### src/rtl/seq_multiplier.sv
// Radix-2 shift-add multiplier that retires one multiplier bit per clock, unsigned or signed.
// Define SEQ_MUL_ACC_EN to add the acc input and accumulate products into result_o.
module seq_multiplier #(
    parameter int unsigned A_WIDTH = 24,
    parameter int unsigned B_WIDTH = 8
) (
    input  logic                       clk_i,
    input  logic                       rst_i,
    input  logic                       start_i,
    input  logic                       sign_mode_i,
    input  logic [A_WIDTH-1:0]         a_i,
    input  logic [B_WIDTH-1:0]         b_i,
`ifdef SEQ_MUL_ACC_EN
    input  logic                       acc_i,
`endif
    output logic                       busy_o,
    output logic                       done_o,
    output logic [A_WIDTH+B_WIDTH-1:0] result_o
);

    localparam int unsigned PW = A_WIDTH + B_WIDTH;
    localparam int unsigned CW = $clog2(B_WIDTH);
    localparam logic [CW-1:0] LastBit = CW'(B_WIDTH - 1);

    typedef enum logic [1:0] {StIdle, StRun, StDone} state_e;

    state_e             state_q;
    logic [A_WIDTH-1:0] a_q;
    logic [B_WIDTH-1:0] b_q;
    logic               sign_q;
    logic [CW-1:0]      cnt_q;
    logic [PW-1:0]      prod_q;
    logic [PW-1:0]      result_q;
    logic               busy_q;
    logic               done_q;
`ifdef SEQ_MUL_ACC_EN
    logic               acc_q;
`endif

    logic [PW-1:0] a_ext;
    logic [PW-1:0] addend;
    logic          last;
    logic [PW-1:0] prod_d;
    logic [PW-1:0] result_d;

    always_comb begin
        a_ext  = {{B_WIDTH{sign_q & a_q[A_WIDTH-1]}}, a_q};
        addend = b_q[cnt_q] ? (a_ext << cnt_q) : '0;
        last   = (cnt_q == LastBit);
        // The multiplier MSB carries negative weight in two's complement.
        prod_d = (sign_q && last) ? (prod_q - addend) : (prod_q + addend);
`ifdef SEQ_MUL_ACC_EN
        result_d = acc_q ? (result_q + prod_d) : prod_d;
`else
        result_d = prod_d;
`endif
    end

    always_ff @(posedge clk_i) begin
        if (rst_i) begin
            state_q  <= StIdle;
            a_q      <= '0;
            b_q      <= '0;
            sign_q   <= 1'b0;
            cnt_q    <= '0;
            prod_q   <= '0;
            result_q <= '0;
            busy_q   <= 1'b0;
            done_q   <= 1'b0;
`ifdef SEQ_MUL_ACC_EN
            acc_q    <= 1'b0;
`endif
        end else begin
            unique case (state_q)
                StIdle, StDone: begin
                    done_q <= 1'b0;
                    if (start_i) begin
                        a_q     <= a_i;
                        b_q     <= b_i;
                        sign_q  <= sign_mode_i;
`ifdef SEQ_MUL_ACC_EN
                        acc_q   <= acc_i;
`endif
                        cnt_q   <= '0;
                        prod_q  <= '0;
                        busy_q  <= 1'b1;
                        state_q <= StRun;
                    end else begin
                        state_q <= StIdle;
                    end
                end
                StRun: begin
                    prod_q <= prod_d;
                    cnt_q  <= cnt_q + 1'b1;
                    if (last) begin
                        result_q <= result_d;
                        busy_q   <= 1'b0;
                        done_q   <= 1'b1;
                        state_q  <= StDone;
                    end
                end
                default: begin
                    busy_q  <= 1'b0;
                    done_q  <= 1'b0;
                    state_q <= StIdle;
                end
            endcase
        end
    end

    assign busy_o   = busy_q;
    assign done_o   = done_q;
    assign result_o = result_q;

endmodule

### config.mk
export PLATFORM = sky130hd
export DESIGN_NAME = seq_multiplier
export DESIGN_NICKNAME = d
export VERILOG_FILES = /design/src/rtl/seq_multiplier.sv
export SDC_FILE = /design/constraint.sdc
export NUM_CORES = 1
export LEC_CHECK = 0
export ABC_CLOCK_PERIOD_IN_PS = 6300
export CAP_MARGIN = 20
export CORE_MARGIN = 3
export CORE_UTILIZATION = 40
export DETAILED_ROUTE_END_ITERATION = 6
export PLACE_DENSITY = 0.6
export SYNTH_ARGS = -nofsm -noshare
export SYNTH_HDL_FRONTEND = slang
export SYNTH_SLANG_ARGS = --single-unit
### constraint.sdc
create_clock -name clk_i -period 6.3 [get_ports clk_i]
set_input_delay 0.63 -clock clk_i [delete_from_list [all_inputs] [get_ports clk_i]]
set_output_delay 0.63 -clock clk_i [all_outputs]
set_load 0.05 [all_outputs]
==> metrics.cfg <==
[layout]
syn2layout_area_growth_pct=16.1
layout.nets=983
fin_util=0.478
diodes=0
drive_gt1_frac=0.0742

[clock_tree]
postCtsSetupBuffers=0
h-tree-depth=3
cts.clk_slew.worst_paths_ns=0.07
clock_latency_ns=0.36
cts_made_buffers=9
tritoncts=built
clock-root-buffer=clkbuf_16
cts_sinks=104
cts_buffer_depth=2
postCtsHoldBufs=0

[floorplanning]
dieArea_mm2=0.0189
die_w_um=137
pin_count=70
start_util=0.412
dieHeight_um=137
core_mm2=0.0168
rows=47

[sta]
fin_setup_tns_ns=0
fin_crit_sh=0.888
setup_viol=0
worstMarginPinSlew_ns=1.04
fin_crit_ns=5.60
rsz0062_at_grt=false
fmax_ghz=0.179
drv_slew=0
fin_skew_ns=0.00831
hold_violations=0
slew_headroom=0.305

[drt]
ant_nets=0
drc=0
via_per_inst=5.43
finalWirelength_um=17900
initialDrtViolationCount=466
firstDrtPassIters=5
vias=6173
wire_per_inst_um=15.8

[place]
gp_congestion=0.911
dpl.hpwl_um=13700
port_buffers=69

[global_route]
grt_max_degree=54
grt_pass1_wl_um=29000
grt_usage=0.194
antenna_found_initial=0
grt-ovfl-total=0
first_global_vias=5571

[worst_setup_path]
crit_required_ns=6.59
cpPeakStageDelay_ns=0.73
path_class=flip-flop to flip-flop
cp.arrival_ns=5.88
crit_path_cell_trace=mux4_2 -> and2_1 -> nand3_1 -> ha_1 -> nand2_1 -> nor4_1 -> buf_4 -> nand2_1 -> o21a_1 -> xnor2_1 -> ha_1 -> nand4_1 -> nand2b_1 -> or3_1 -> o21ai_0 -> nor4b_1 -> o31ai_1 -> a31oi_1 -> xnor2_1 -> nand2_1 -> a21oi_1
cp_max_fo=20
critPathLaunchType=flip-flop
cp_common_cell=nand2_1
cpMaxStageDelayCell=mux4_2
cp-end-kind=flip-flop

[logic_synthesis]
yosysSeqAreaShare=0.302
synth_top_area_frac=0.302
ys.warnings.count=0
synth_commonest_cells=nand2_1 (165), dfxtp_1 (104), a21oi_1 (97), nor2_1 (54)
synth_edf_count=0
yosysMostFrequentCell=nand2_1
synthesis.area_mm2=0.00690
ys.flop_type=dfxtp_1
ys_types=63
syn_inst=874
avgSynthCellArea_um2=7.90
ys_top_cells_by_area=dfxtp_1 (30%), nand2_1 (9.0%), a21oi_1 (7.0%)
async_flop_share=0
synth_nets=945
yosysTopAreaCell=dfxtp_1
ys_seq_elements=104

[power]
sw_frac_of_total=0.417
p_leak_nw=3.08
clock_power_share=0.201
p_int_mw=1.60
combinationalPowerShare=0.514
switching_power_mw=1.14
powerDensity_mw_per_mm2=343
seqPwrFrac=0.284
irDropWorstVdd_mv=0.161

[worst_hold_path]
hold_class=flip-flop to flip-flop

[status]
status=finished, final reports clean

[job]
max_cap_viol_count=0

through the flow:
step / cells / worst slack [ns] / power (mW) / hold slack (ns) / cell area, µm²
after floorplan: 874 / 1.28 / 1.87 / 0.422 / 6900
after global placement: 1121 / 0.643 / 2.21 / 0.445 / 7720
after detailed placement: 1121 / 0.602 / 2.19 / 0.445 / 7720
after CTS: 1137 / 0.553 / 2.76 / 0.456 / 8010
after global routing: 1137 / 0.169 / 2.95 / 0.476 / 8010
final: 1137 / 0.704 / 2.74 / 0.453 / 8010
power groups by stage:
stage	logic [mW]	clock network, mW	registers (mW)
3_3_place_gp	1.42	0	0.795
4_1_cts	1.41	0.569	0.779
3_5_place_dp	1.40	0	0.792
5_1_grt	1.57	0.594	0.788
2_1_floorplan	1.09	0	0.772
6_report	1.41	0.552	0.780
sequential cells by signal (all words and copies together), names as in the netlist:
register and flops:
prod_q 32, busy_o 1, a_q 24, sign_q 1, result_o 32, state_q 2
b_q 8, cnt_q 3, done_o 1
worst max-delay path: cells and delay by family (launching register included):
kind                     cells  cell delay [ns]
AO/OA/AOI/OAI                5             1.35
multiplexers                 1             0.73
flip-flops                   1             0.49
buffers and inverters        1             0.17
adder cells (fa/ha/maj)      2             0.59
AND/OR/NAND/NOR             10             1.84
XOR/XNOR                     2             0.34
worst paths after layout:
path                      from            to  slack, ns  cells after the start
setup / recovery      cnt_q[0]  result_o[29]       0.70                     21
hold / removal    result_o[25]  result_o[25]       0.45                      2
hold reg to reg   result_o[25]  result_o[25]       0.45                      2
setup reg to reg      cnt_q[0]  result_o[29]       0.70                     21
layout make-up:
type                       count  area (µm²)
clock buffer                  10         239
clock inverter                 6        48.8
fill                        1727        8750
inverter                      18        67.6
multi-input combinational    696        4510
sequential                   104        2080
tap                          220         275
timing repair buffer          83         791
repair_timing:
action / CTS / global route
setup endpoints to repair: 0 / 1
resized for setup: 0 / 1
hold endpoints to repair: 0 / 0
logic make-up (layout without fill, tap and decap cells):
family	Yosys count	count (layout)	share of synthesized area
buf+inv	74	117	0.0469
flops	104	104	0.302
mux	28	28	0.0790
simple gates	344	344	0.228
fa+ha+maj	35	35	0.0645
xor+xnor	57	57	0.0723
compound gates	232	232	0.208
cell usage in the layout (no fill, tap or decap), drive strengths merged, types with 4 or more instances in the layout:
master / instances
a211oi: 8
a21o: 12
a21oi: 97
a22o: 19
a22oi: 7
a31oi: 5
and2: 5
and3: 6
buf: 15
clkbuf: 10
clkdlybuf4s50: 68
dfxtp: 104
ha: 34
inv: 21
mux2: 7
mux4: 19
nand2: 167
nand2b: 9
nand3: 47
nand3b: 4
nand4: 7
nor2: 54
nor2b: 9
nor3: 10
nor4: 7
o211ai: 4
o21a: 5
o21ai: 47
o31ai: 9
or2: 4
or3: 5
xnor2: 32
xor2: 25
routing by layer:
| layer | vias to the layer above | routed length (µm) | global-route usage | part of all wire |
|---|---|---|---|---|
| met4 | 0 | 249 | 0.0554 | 0.014 |
| li1 | 3202 | - | - | - |
| met1 | 2848 | 9250 | 0.284 | 0.52 |
| met2 | 105 | 7820 | 0.292 | 0.44 |
| met5 | - | 0 | 0 | 0 |
| met3 | 18 | 597 | 0.0318 | 0.033 |
(Power assumes the default switching activity.)
